## config.mk

```make
export PLATFORM = sky130hd
export DESIGN_NAME = add_result_responder
export DESIGN_NICKNAME = d
export VERILOG_FILES = /design/src/rtl/add_resp_pkg.sv /design/src/rtl/add_resp_fifo.sv /design/src/rtl/add_result_responder.sv
export SDC_FILE = /design/constraint.sdc
export NUM_CORES = 1
export LEC_CHECK = 0
export BUFFER_PORTS_ARGS = -buffer_cell sky130_fd_sc_hd__buf_2
export CORE_ASPECT_RATIO = 2
export CORE_MARGIN = 2
export CORE_UTILIZATION = 47
export CTS_BUF_LIST = sky130_fd_sc_hd__clkbuf_8
export DETAILED_ROUTE_END_ITERATION = 7
export GPL_TIMING_DRIVEN = 0
export PLACE_DENSITY = 0.68
export SLEW_MARGIN = 20
export SYNTH_ARGS = -nofsm -noshare
export SYNTH_HDL_FRONTEND = slang
export SYNTH_SLANG_ARGS = --single-unit
```

## constraint.sdc

```tcl
create_clock -name clk -period 5.1 [get_ports clk]
set_input_delay 0.51 -clock clk [delete_from_list [all_inputs] [get_ports clk]]
set_output_delay 0.51 -clock clk [all_outputs]
set_load 0.005 [all_outputs]
```

## src/rtl/add_resp_pkg.sv

```systemverilog
// Shared types and sizing constants for the add_result_responder slice.
package add_resp_pkg;

  localparam int DEF_DATA_WIDTH = 8;
  localparam int DEF_FIFO_DEPTH = 4;

  localparam int PTR_W = $clog2(DEF_FIFO_DEPTH);
  localparam int LVL_W = PTR_W + 1;

  typedef logic [DEF_DATA_WIDTH:0] sum_t;

endpackage

```

## src/rtl/add_resp_fifo.sv

```systemverilog
// Synchronous FIFO with push/pop, occupancy level and combinational head read.
module add_resp_fifo #(
  parameter int WIDTH = 9,
  parameter int DEPTH = 4,
  parameter int PW    = $clog2(DEPTH),
  parameter int LW    = PW + 1
) (
  input  logic             clk,
  input  logic             rst,
  input  logic             push,
  input  logic [WIDTH-1:0] wdata,
  input  logic             pop,
  output logic [WIDTH-1:0] rdata,
  output logic [LW-1:0]    level,
  output logic             full,
  output logic             empty
);

  logic [WIDTH-1:0] mem [DEPTH];
  logic [PW-1:0]    wr_ptr;
  logic [PW-1:0]    rd_ptr;
  logic             push_ok;
  logic             pop_ok;

  assign empty   = (level == '0);
  assign full    = (level == LW'(DEPTH));
  assign pop_ok  = pop && !empty;
  assign push_ok = push && (!full || pop_ok);
  assign rdata   = mem[rd_ptr];

  // NOTE: sequential state uses non-blocking assignments so every register samples pre-edge values.
  always_ff @(posedge clk) begin
    if (rst) begin
      wr_ptr <= '0;
      rd_ptr <= '0;
      level  <= '0;
    end else begin
      if (push_ok) wr_ptr <= wr_ptr + 1'b1;
      if (pop_ok)  rd_ptr <= rd_ptr + 1'b1;
      case ({push_ok, pop_ok})
        2'b10:   level <= level + 1'b1;
        2'b01:   level <= level - 1'b1;
        default: level <= level;
      endcase
    end
  end

  // NOTE: storage is not reset; stale entries are never visible because level gates the head.
  always_ff @(posedge clk) begin
    if (push_ok) mem[wr_ptr] <= wdata;
  end

endmodule

```

## src/rtl/add_result_responder.sv

```systemverilog
// Adder endpoint: accepts operand pairs, buffers carry-extended sums, returns them in order.
// Optional build macro: ADD_RESP_COUNT_EN adds the 16-bit txn_count output-transfer counter.
module add_result_responder
  import add_resp_pkg::*;
#(
  parameter int DATA_WIDTH = DEF_DATA_WIDTH,
  parameter int FIFO_DEPTH = DEF_FIFO_DEPTH,
  parameter int LW         = $clog2(FIFO_DEPTH) + 1
) (
  input  logic                  clk,
  input  logic                  rst,
  input  logic                  in_valid,
  output logic                  in_ready,
  input  logic [DATA_WIDTH-1:0] in_a,
  input  logic [DATA_WIDTH-1:0] in_b,
  output logic                  out_valid,
  input  logic                  out_ready,
  output logic [DATA_WIDTH:0]   out_sum,
  output logic [LW-1:0]         out_level
`ifdef ADD_RESP_COUNT_EN
  ,
  output logic [15:0]           txn_count
`endif
);

  logic                push;
  logic                pop;
  logic                full;
  logic                empty;
  logic [LW-1:0]       level;
  logic [DATA_WIDTH:0] sum;

  assign sum = {1'b0, in_a} + {1'b0, in_b};

  // Outputs are masked during rst so nothing stale shows before the synchronous clear lands.
  assign out_valid = !rst && !empty;
  assign out_level = rst ? '0 : level;
  assign pop       = out_valid && out_ready;
  assign in_ready  = !rst && (!full || pop);
  assign push      = in_valid && in_ready;

  add_resp_fifo #(
    .WIDTH (DATA_WIDTH + 1),
    .DEPTH (FIFO_DEPTH),
    .LW    (LW)
  ) u_fifo (
    .clk   (clk),
    .rst   (rst),
    .push  (push),
    .wdata (sum),
    .pop   (pop),
    .rdata (out_sum),
    .level (level),
    .full  (full),
    .empty (empty)
  );

`ifdef ADD_RESP_COUNT_EN
  always_ff @(posedge clk) begin
    if (rst)      txn_count <= '0;
    else if (pop) txn_count <= txn_count + 16'd1;
  end
`endif

endmodule

```

Word level (Yosys, flattened, before mapping) --
Memory sizes are Yosys's and may differ from the RTL's. A register that Yosys moved wholly into a read port is not among the register bits. Index checks and enable logic that the tools add are counted.
Storage, ports and cells: bits in registers 7, RAM bits 36, input port bits 20, word-level logic and storage cells 31, memories kept 1
Cells by class: add/sub/neg operators 5, equality and inequality tests 3, multiplexer cells 6, reductions and logical operators 13
Memory list:
- u_fifo.mem | words 4, bits a word 9, rd ports 1, clocked after Yosys merged registers in 1, wr ports 1, line add_resp_fifo.sv:19 | logic [WIDTH-1:0] mem [DEPTH];
Operator list (count):
- adder 8 x 8 -> 9 bit | 1
- logical AND 1 bit | 6
- one-hot mux 3 bit (2 select lines) | 1
- adder 2 x 1 -> 2 bit (second input constant) | 2
- two-way mux 2 bit | 2
- adder 3 x 1 -> 3 bit (second input constant) | 1
- == test 3 bit (second input constant) | 1
- logical NOT 1 bit | 3
- logical NOT 3 bit | 1
- two-way mux 3 bit | 1
- subtractor 3 x 1 -> 3 bit (second input constant) | 1
- == test 2 x 1 -> 1 bit (second input constant) | 1
- == test 2 bit (second input constant) | 1
- logical OR 1 bit | 2
- two-way mux 1 bit | 2
- nonzero test 2 bit | 1

Logic depth before layout (Yosys ltp) --
Gate-level depths: netlist of the first run.
depth after elaboration 10, gate-level depth with buffers 10

Cells and area by module --
From an unflattened synthesis of the first run, not the netlist that was laid out.
Second synthesis, totals: cells, all modules 163, area total of the unflattened synthesis 2229.6 µm²
By module, submodules not included:
- add_resp_fifo | instances 1, cells an instance 113, area each 1859.3 µm², seq. area each 1261.2 µm²
- add_result_responder | instances 1, cells an instance 50, area each 370.4 µm², seq. area each 0.0 µm²

Worst setup path before layout of the first run --
No wires, ideal clock.
path type input to register, start input out_ready, end register u_fifo.level[2], arrival time 2.185 ns, path slack 2.845 ns, stages 10, buffers on the path 0, cell sequence nor4b_2 -> nor2_2 -> and2_4 -> inv_1 -> ha_1 -> inv_1 -> fa_1 -> xor2_1 -> or3_1 -> a21oi_1
Between the ends: word-level cells in the longest chain between the ends 7, elaborated cells on any way between the ends 11
Ends and longest elaborated chain:
- start: declaration | line add_result_responder.sv:17 | input logic out_ready,
- logical AND 1 bit * | line add_result_responder.sv:38 | assign pop = out_valid && out_ready;
- logical OR 1 bit * | line add_result_responder.sv:39 | assign in_ready = !rst && (!full || pop);
- logical AND 1 bit * | line add_result_responder.sv:39
- net in_ready | line add_result_responder.sv:13 | output logic in_ready,
- logical AND 1 bit * | line add_result_responder.sv:40 | assign push = in_valid && in_ready;
- logical AND 1 bit * | line add_resp_fifo.sv:28 | assign push_ok = push && (!full || pop_ok);
- == test 2 x 1 -> 1 bit / == test 2 bit (equally long branches) | line add_resp_fifo.sv:40 | case ({push_ok, pop_ok})
- one-hot mux 3 bit (2 select lines) / nonzero test 2 bit (equally long branches)
- end signal: assignment | line add_resp_fifo.sv:41 | 2'b10: level <= level + 1'b1;
- end signal: assignment | line add_resp_fifo.sv:42 | 2'b01: level <= level - 1'b1;
- end signal: assignment | line add_resp_fifo.sv:43 | default: level <= level;
- end: declaration | line add_resp_fifo.sv:14 | output logic [LW-1:0] level,
The timed path passes the listed nets; every way through them passes the cells marked *. A chain may end at the register's enable or synchronous reset.

Worst setup path in the final report of the first run --
start register u_fifo.level[0], end register u_fifo.level[2]
Between the ends: word-level cells in the longest chain between the ends 10, elaborated cells on any way between the ends 18
Ends and longest elaborated chain:
- logical NOT 3 bit | line add_resp_fifo.sv:25 | assign empty = (level == '0);
- logical NOT 1 bit | line add_resp_fifo.sv:27, add_result_responder.sv:36
- logical AND 1 bit | line add_result_responder.sv:36 | assign out_valid = !rst && !empty;
- logical AND 1 bit | line add_result_responder.sv:38
- logical OR 1 bit | line add_result_responder.sv:39
- logical AND 1 bit | line add_result_responder.sv:39
- logical AND 1 bit | line add_result_responder.sv:40
- logical AND 1 bit | line add_resp_fifo.sv:28
- == test 2 x 1 -> 1 bit / == test 2 bit (equally long branches) | line add_resp_fifo.sv:40
- one-hot mux 3 bit (2 select lines) / nonzero test 2 bit (equally long branches)
Parallel ways exist; a longest one is shown, timed or not.

==> results.md, run 1 <==
* Die height at 98.6 um
* Worst slew pin tran at 0.543 ns
* Fillers at 392
* Most frequent cells in the layout: edfxtp_1 (36), buf_2 (34), nor2_1 (16)
* CP Class: reg -> reg
* RSZ-0062 raised after global routing: false
* Area leader, netlist: edfxtp_1
* Max incr delay on CP at 0.37 ns
* Top post-synthesis cells by area: edfxtp_1 (51%), mux4_2 (9.6%), dfxtp_1 (8.6%), ha_1 (7.7%), nor2_1 (2.9%)
* Initial Util at 48.4%
* Period minus WS final at 2.31 ns
* EDFF count, synth at 36
* Vias in the first global route at 1257
* I/O pin count at 34
* CTS root buffer: clkbuf_8
* Worst path slowest cell: dfxtp_1
* Ys Warns at 0
* Routed WL per cell at 15.1 um
* I/O Buffers at 33
* WP data required at 5.32 ns
* ANT cells at 0
* Post-CTS Setup Inserts at 0
* Max_cap viols at 0
* Top-area cell type share of the netlist area at 51.4%
* Top_reg_cell synth: edfxtp_1
* Worst skew pair latency at 0.29 ns
* Yosys reg bits at 45
* Post-route antenna net violation count at 0
* Total routed wirelength at 3600 um
* Area Overhead vs Synth at 15.2%
* Hold Crit Class: reg -> reg
* Placer Congestion at 0.737
* # setup viols final at 0
* Fraction of layout cells with a size suffix above 1 at 33.7%
* Drt first pass iters at 4
* Syn Nets at 178
* Avg Vias per Cell at 5.16
* Initial antenna violation count at 0
* Skew final at 0.00431 ns
* Post-synthesis sequential area ratio at 60.0%
* Max_slew headroom at 63.8%
* GRT overflow at 0
* Status: finished clean
* Syn Inst Count at 143
* First-pass GRT wire length at 5780 um
* Synthesized area per cell at 14.7 um2
* Core area at 4340 um2
* Total Routing Usage GR at 15.9%
* Post-CTS sizing at 0
* Num Clock Sinks at 45
* Post-route setup TNS at 0 ns
* Fin. max-slew vios at 0
* Via count at 1227
* Worst path most repeated cell: inv_1
* Commonest non-fill, non-tap cell in the layout: edfxtp_1
* Arrival @ worst endpoint at 2.54 ns
* Residual DRC count at 0
* Mapped Area at 2100 um2
* Final period util at 45.3%
* Pin count of the biggest net entering global routing at 15
* CTS max path bufs at 2
* Placement Rows at 34
* Total die area at 5060 um2
* Final hold vios at 0
* Yosys cell types at 27
* Endpoint type of the worst setup path: flop
* Peak VDD IR at 0.000244 V
* DRT iter0 DRCs at 31
* Placed Cells at 230
* CP max FO at 6
* Fin cells at 238
* Post-synth ARST share at 0%
* Max Clk Rate at 432 MHz
* Power Density at 313 nW/um2
* Leakage at 0.000919 uW
* Die Wd at 51.3 um
* Fin nets at 218
* Crit path cell chain: nor4b_2, nor2_2, and2_4, inv_1, ha_1, inv_1, fa_1, xor2_1, or3_1, a21oi_1
* CTS Buf Count at 5
* DP HPWL at 2820 um
* CTS clk-pin slew, worst paths at 0.08 ns
* Hold buffers post-CTS at 0
* Critical Path Start Type: flop
* H-Tree Depth at 2
* CTS tree: done
==> report_power, final <==
group | switching, uW | internal, uW
Sequential | 7.99 | 424
Combinational | 63.1 | 55.7
Clock | 112 | 94.6
Total | 183 | 574
==> critical path: cells and delay by family (launching register included) <==
family	cells	cell delay [ns]
simple gates	4	0.91
fa+ha+maj	2	0.55
flops	1	0.37
xor+xnor	1	0.16
buf+inv	2	0.14
compound gates	1	0.14
==> cells by family (layout without fill, tap and decap cells) <==
kind of cell,Yosys count,in the layout,share of synthesized area [%]
fa+ha+maj,15,15,9.64
flops,45,45,60.0
buf+inv,15,56,2.92
mux,9,9,9.64
compound gates,16,16,5.06
xor+xnor,9,9,3.75
simple gates,34,34,8.99
==> registers in the layout, indices dropped and copies added, names as in the netlist, named ones only <==
name / count
u_fifo.wr_ptr: 2
u_fifo.level: 3
u_fifo.rd_ptr: 2
u_fifo.mem: 36
==> metal layers <==
layer,part of all wire (%),track usage (%),up-vias,wire length [um]
li1,-,-,602,-
met1,37,15.4,589,1330
met2,58,30.5,30,2080
met3,3.7,2.27,6,132
met4,1.6,8.30,0,57
met5,0,0,-,0
==> through the flow <==
step | hold WS [ns] | utilization (%) | cell area, um2 | power, uW | setup slack, ns
floorplan | 0.474 | - | 2100 | 520 | 2.85
global placement | 0.492 | 53.8 | 2330 | 552 | 2.64
detailed placement | 0.506 | 53.8 | 2330 | 560 | 2.59
CTS | 0.524 | 55.8 | 2420 | 766 | 2.77
global route | 0.549 | 55.8 | 2420 | 794 | 2.68
finish | 0.530 | 55.8 | 2420 | 757 | 2.79
==> cell usage after synthesis, types with 3 or more instances <==
library cell	n
xnor2_1	5
mux4_2	9
xor2_1	4
a21oi_1	8
dfxtp_1	9
ha_1	13
nor2_1	16
edfxtp_1	36
o21ai_0	3
and3_2	5
nor2b_1	3
inv_1	12
==> layout make-up <==
type	count	area [um2]	share of cell area, %
clock inverter	3	17.5	0.724
inverter	12	45.0	1.86
multi-input combinational	83	779	32.2
sequential	45	1260	52.1
timing repair buffer	33	165	6.82
clock buffer	5	68.8	2.84
buffer	3	16.3	0.672
tap	54	67.6	2.79
==> final timing paths <==
kind | startpoint | to | slack [ns] | cells past startpoint
hold reg to reg | u_fifo.level[2] | u_fifo.level[2] | 0.53 | 2
setup reg to reg | u_fifo.level[0] | u_fifo.level[2] | 2.79 | 10
hold / removal | u_fifo.level[2] | u_fifo.level[2] | 0.53 | 2
setup / recovery | u_fifo.level[0] | u_fifo.level[2] | 2.79 | 10
(Power assumes the default switching activity.)
==> run 2: changes to the inputs <==
PLACE_DENSITY = 0.71   (was 0.68)
clock period = 2.1 ns   (was 5.1 ns; I/O delays follow)
==> run 2 against run 1 <==
- the flow now finishes with violations (setup timing)
- clock skew decreased by 0.00099 ns
- sequential cell count stayed put
- largest cell class unchanged
- cell count up 2.9%
- die area did not move
- highest routed layer unchanged
- via count increased by 2.5%
==> results.md, run 2 (synthesized netlist as in run 1, its figures left out) <==
* Total routed wirelength at 3590 um
* Fraction of layout cells with a size suffix above 1 at 39.3%
* # setup viols final at 1
* Arrival @ worst endpoint at 2.35 ns
* Worst path slowest cell: dfxtp_4
* Core area at 4340 um2
* Placer Congestion at 0.783
* DRT iter0 DRCs at 26
* Hold buffers post-CTS at 0
* Fin. max-slew vios at 0
* Total Routing Usage GR at 16.5%
* Fin util at 57.7%
* Via count at 1258
* Max reg flops at 36
* Area Overhead vs Synth at 19.2%
* Endpoint type of the worst setup path: flop
* Most Crowded Layer GR: met2
* CP Class: reg -> reg
* Total die area at 5060 um2
* Hold Crit Class: in -> reg
* Power Density at 740 nW/um2
* Post-route antenna net violation count at 0
* Leakage at 0.000960 uW
* Final hold vios at 0
* CTS Buf Count at 5
* Area of the multi-input gates at 807 um2
* Top flop regs: u_fifo.mem (36), u_fifo.level (3)
* Register area at 1270 um2
* CTS clk-pin slew, worst paths at 0.08 ns
* Max_slew headroom at 64.9%
* Largest Register: u_fifo.mem
* Final hold slack at 0.295 ns
* Skew final at 0.00333 ns
* Drt first pass iters at 4
* Initial Util at 48.4%
* Commonest non-fill, non-tap cell in the layout: edfxtp_1
* RSZ-0062 raised after global routing: true
* Peak VDD IR at 0.000424 V
* CTS root buffer: clkbuf_8
* Max Clk Rate at 469 MHz
* GRT overflow at 0
* Worst slew pin tran at 0.526 ns
* GRT met2 Usage at 30.7%
* Final Power at 1850 uW
* I/O Buffers at 33
* WP data required at 2.32 ns
* Most frequent cells in the layout: edfxtp_1 (36), buf_2 (34), nor2_1 (16)
* CP max FO at 4
* Num Clock Sinks at 45
* Vias in the first global route at 1347
* Crit-path leading delay family: simple AND/OR/NAND/NOR gates
* Failing checks: setup timing
* Worst skew pair latency at 0.28 ns
* Crit path cell chain: nor4b_4, nor2_2, and2_4, inv_4, ha_4, inv_1, fa_2, xor2_1, or3_1, a21oi_2
* Fillers at 367
* I/O pin count at 34
* First-pass GRT wire length at 6130 um
* Max_cap viols at 0
* Setup WS post-layout at -0.0325 ns
* Fin nets at 225
* Final period util at 102%
* DP HPWL at 2830 um
* ANT cells at 0
* Routed WL per cell at 14.7 um
* Period minus WS final at 2.13 ns
* Avg Vias per Cell at 5.13
* WP buf/inv at 2
* H-Tree Depth at 2
* Initial antenna violation count at 0
* Placed Cells at 230
* CTS max path bufs at 2
* Critical Path Start Type: flop
* Max incr delay on CP at 0.36 ns
* Met3 usage in global routing at 2.73%
* Pin count of the biggest net entering global routing at 14
* Residual DRC count at 0
* Die height at 98.6 um
* GR Util met1 at 16.2%
* Placement Rows at 34
* Die Wd at 51.3 um
* Fin cells at 245
* Status: finished with violations
* CTS tree: done
## run 2: changes by cell type in the layout (fill, tap and decap cells not counted), sizes merged
| cell | change |
|---|---|
| clkinv | -1 |
| inv | +1 |
| buf | +7 |
## run 2: what timing repair did
| action | CTS | global route |
|---|---|---|
| setup endpoints to repair | 1 | 35 |
| buffers inserted | 9 | 0 |
| pin swaps | 4 | 1 |
| gates resized for setup | 8 | 1 |
## run 2: power breakdown
part	switching, uW	internal, uW	total (uW)
registers	20.0	1030	1050
logic	162	152	314
clock network	266	226	491
total	448	1410	1850
## run 2: path summary, 6_finish.rpt
| kind | slack (ns) | to | from | depth (start not counted) |
|---|---|---|---|---|
| max reg2reg | -0.03 | u_fifo.level[2] | u_fifo.level[1] | 10 |
| max | -0.03 | u_fifo.level[2] | u_fifo.level[1] | 10 |
| min reg2reg | 0.54 | u_fifo.level[2] | u_fifo.level[2] | 2 |
| min | 0.29 | u_fifo.mem[3][0] | in_b[0] | 2 |
## run 2: cell type report
| cell class | instances | share of cell area, % |
|---|---|---|
| Inverter | 12 | 1.90 |
| Buffer | 3 | 0.649 |
| Clock inverter | 3 | 0.549 |
| Timing Repair Buffer | 40 | 8.69 |
| Sequential cell | 45 | 50.5 |
| Multi-Input combinational cell | 83 | 32.2 |
| Tap cell | 54 | 2.70 |
| Clock buffer | 5 | 2.75 |
## run 2: worst reg2reg max path, cell delays in order (launching register included)
cell and delay, ns:
dfxtp_4 0.36, nor4b_4 0.29, nor2_2 0.08, and2_4 0.17, inv_4 0.07, ha_4 0.13, inv_1 0.05, fa_2 0.33
xor2_1 0.16, or3_1 0.32, a21oi_2 0.13
## run 2: through the flow
stage / TNS [ns] / worst slack (ns) / instance area, um2
final: -0.0325 / -0.0325 / 2500
after global routing: -0.101 / -0.101 / 2500
after CTS: -0.0873 / -0.0873 / 2510
after detailed placement: -0.309 / -0.257 / 2340
after global placement: -0.150 / -0.150 / 2340
after floorplan: 0 / 0.00628 / 2100
## run 2: per-layer routing
metal | vias up | wire length (um) | part of all wire (%)
met5 | - | 0 | 0
met4 | 0 | 122 | 3.4
met3 | 8 | 116 | 3.2
met2 | 37 | 2110 | 59
met1 | 599 | 1250 | 35
li1 | 614 | - | -
==> run 3: changes to the inputs <==
ABC_AREA = 1   (was unset)
==> run 3 against run 2 <==
- synthesized area grew 7.1%
- power rose by 6.9%
- combinational power increased by 3%
- clock skew rose by 0.0024 ns
- hold slack got worse by 0.17 ns
- sequential power barely moved
- synthesized cell count up 60%
- largest cell class unchanged
- sequential cell count unchanged
- the flow now finishes without violations
==> results.md, run 3 <==
* Worst path slowest cell: fa_1
* CTS clk-pin slew, worst paths at 0.08 ns
* Fin cells at 325
* Die Wd at 52.9 um
* Worst Hold Depth at 2
* Routed WL per cell at 13.2 um
* Yosys reg bits at 45
* Crit path cell chain: nor2_2, nand2_2, nand3_2, ha_1, inv_1, fa_1, or2_0, nand2_1, nand2_1, nand2_1, nor2_1
* CTS root buffer: clkbuf_8
* Fin. max-slew vios at 0
* Drt first pass iters at 4
* Placement Rows at 35
* WP buf/inv at 1
* Leakage at 0.00117 uW
* Power Density at 764 nW/um2
* Top post-synthesis cells by area: edfxtp_1 (48%), dfxtp_1 (8.0%), ha_1 (7.2%), nand2_1 (5.8%), inv_1 (5.5%)
* Post-route antenna net violation count at 0
* Worst skew pair latency at 0.29 ns
* DP HPWL at 3340 um
* GRT overflow at 0
* Area Overhead vs Synth at 15.2%
* Critical Path Start Type: flop
* Post-synthesis sequential area ratio at 56.0%
* Total routed wirelength at 4310 um
* Arrival @ worst endpoint at 2.09 ns
* CP max FO at 7
* Residual DRC count at 0
* Ys Warns at 0
* Final period util at 89.9%
* Initial Util at 49.0%
* Syn Inst Count at 229
* Placer Congestion at 0.787
* Avg Vias per Cell at 5.03
* Mapped Area at 2250 um2
* Worst slew pin tran at 0.900 ns
* Worst Reg-to-Reg Cells at 11
* Top-area cell type share of the netlist area at 48.0%
* Endpoint type of the worst setup path: flop
* Syn Nets at 264
* ANT cells at 0
* Initial antenna violation count at 0
* Hold Crit Class: in -> reg
* First-pass GRT wire length at 7150 um
* Top post-synthesis cells by count: edfxtp_1 (36), nand2_1 (35), inv_1 (33), nor2_1 (31), o21ai_0 (19)
* Skew final at 0.00576 ns
* Fin nets at 304
* Core area at 4600 um2
* Placed Cells at 317
* Max reg flops at 36
* Final hold vios at 0
* Max_cap viols at 0
* CP Class: reg -> reg
* Total Routing Usage GR at 18.3%
* Synthesized area per cell at 9.83 um2
* DRT iter0 DRCs at 44
* Pin count of the biggest net entering global routing at 14
* Max_slew headroom at 39.8%
* Top_reg_cell synth: edfxtp_1
* H-Tree Depth at 2
* Die height at 102 um
* I/O Buffers at 33
* CTS tree: done
* Stages on the worst setup path at 11
* Status: finished clean
* RSZ-0062 raised after global routing: false
* Yosys cell types at 25
* Area leader, netlist: edfxtp_1
* Worst path most repeated cell: nand2_1
* Max Clk Rate at 530 MHz
* Period minus WS final at 1.89 ns
* Cell with the most instances after synthesis: edfxtp_1
* EDFF count, synth at 36
* Hold buffers post-CTS at 0
* Max incr delay on CP at 0.37 ns
* Total die area at 5390 um2
* Vias in the first global route at 1602
* CTS max path bufs at 2
* Via count at 1636
* # setup viols final at 0
* Post-synth ARST share at 0%
* I/O pin count at 34
* Peak VDD IR at 0.000611 V
* Num Clock Sinks at 45
* Largest Register: u_fifo.mem
* Commonest non-fill, non-tap cell in the layout: edfxtp_1
* WP data required at 2.30 ns
* Crit-path leading delay family: simple AND/OR/NAND/NOR gates
* Most frequent cells in the layout: edfxtp_1 (36), nand2_1 (35), inv_1 (34), buf_2 (34), nor2_1 (30)
* Top flop regs: u_fifo.mem (36), u_fifo.level (3)
* Fraction of layout cells with a size suffix above 1 at 18.9%
* Post-route setup TNS at 0 ns
* CTS Buf Count at 5
run 3: cell types whose count changed after synthesis, sizes merged, moves of 2 or more:
cell / before / now
nand2: 2 / 36
mux4: 9 / 0
o21ai: 3 / 21
nand4: 0 / 5
nor3: 2 / 0
inv: 12 / 35
o21a: 2 / 0
nor2: 17 / 32
and3: 5 / 0
o22ai: 0 / 9
or3: 2 / 0
nor2b: 3 / 0
xnor2: 5 / 1
nand3: 0 / 13
run 3: routing by layer:
layer  wire length [um]  GRT usage (%)  vias to the layer above
li1                   -              -                      848
met1               1560           17.2                      753
met2               2530           35.9                       28
met3                100           2.19                        7
met4                110           9.66                        0
met5                  0              0                        -
run 3: metrics by stage:
| stage | utilization [%] | setup WS [ns] | hold WS (ns) | cell area (um2) | power (uW) |
|---|---|---|---|---|---|
| detailed placement | 54.0 | 0.177 | 0.442 | 2480 | 1390 |
| finish | 56.4 | 0.212 | 0.125 | 2590 | 1980 |
| CTS | 56.4 | 0.158 | 0.124 | 2590 | 2000 |
| global placement | 54.0 | 0.201 | 0.437 | 2480 | 1380 |
| global route | 56.4 | 0.0290 | 0.148 | 2590 | 2060 |
| floorplan | - | 0.334 | 0.282 | 2250 | 1280 |
run 3: cell type report:
class / instances / area (um2)
repair buffers: 33 / 165
flip-flops and latches: 45 / 1260
multi-input cells: 145 / 827
inverters: 35 / 134
clock inverters: 3 / 37.5
clock buffers: 5 / 68.8
plain buffers: 4 / 31.3
well taps: 55 / 68.8
fillers: 397 / 2000
run 3: path summary, 6_finish.rpt:
path / startpoint / end / slack (ns)
hold reg to reg: u_fifo.level[0] / u_fifo.level[0] / 0.51
setup reg to reg: u_fifo.level[0] / u_fifo.level[2] / 0.21
hold / removal: rst / u_fifo.wr_ptr[0] / 0.13
setup / recovery: u_fifo.level[0] / u_fifo.level[2] / 0.21
run 3: logic make-up (layout without fill, tap and decap cells):
kind of cell | count (synthesis) | count (layout) | share of synthesized area (%)
xor gates and xnor gates | 4 | 4 | 1.56
and+or+nand+nor | 87 | 87 | 16.8
DFF | 45 | 45 | 56.0
buffers and inverters | 39 | 80 | 7.34
AOI/OAI and AO/OA | 39 | 39 | 9.28
adders and majority gates | 15 | 15 | 9.01
run 3: what timing repair did:
| item | in CTS | in global routing |
|---|---|---|
| buffers inserted | 0 | 0 |
| endpoints found under the setup margin | 0 | 1 |
| resized for setup | 0 | 1 |
run 3: power by group:
part           switching, uW  internal, uW  total [uW]
clock                    270           346         616
combinational            199           124         322
sequential              17.7          1030        1040
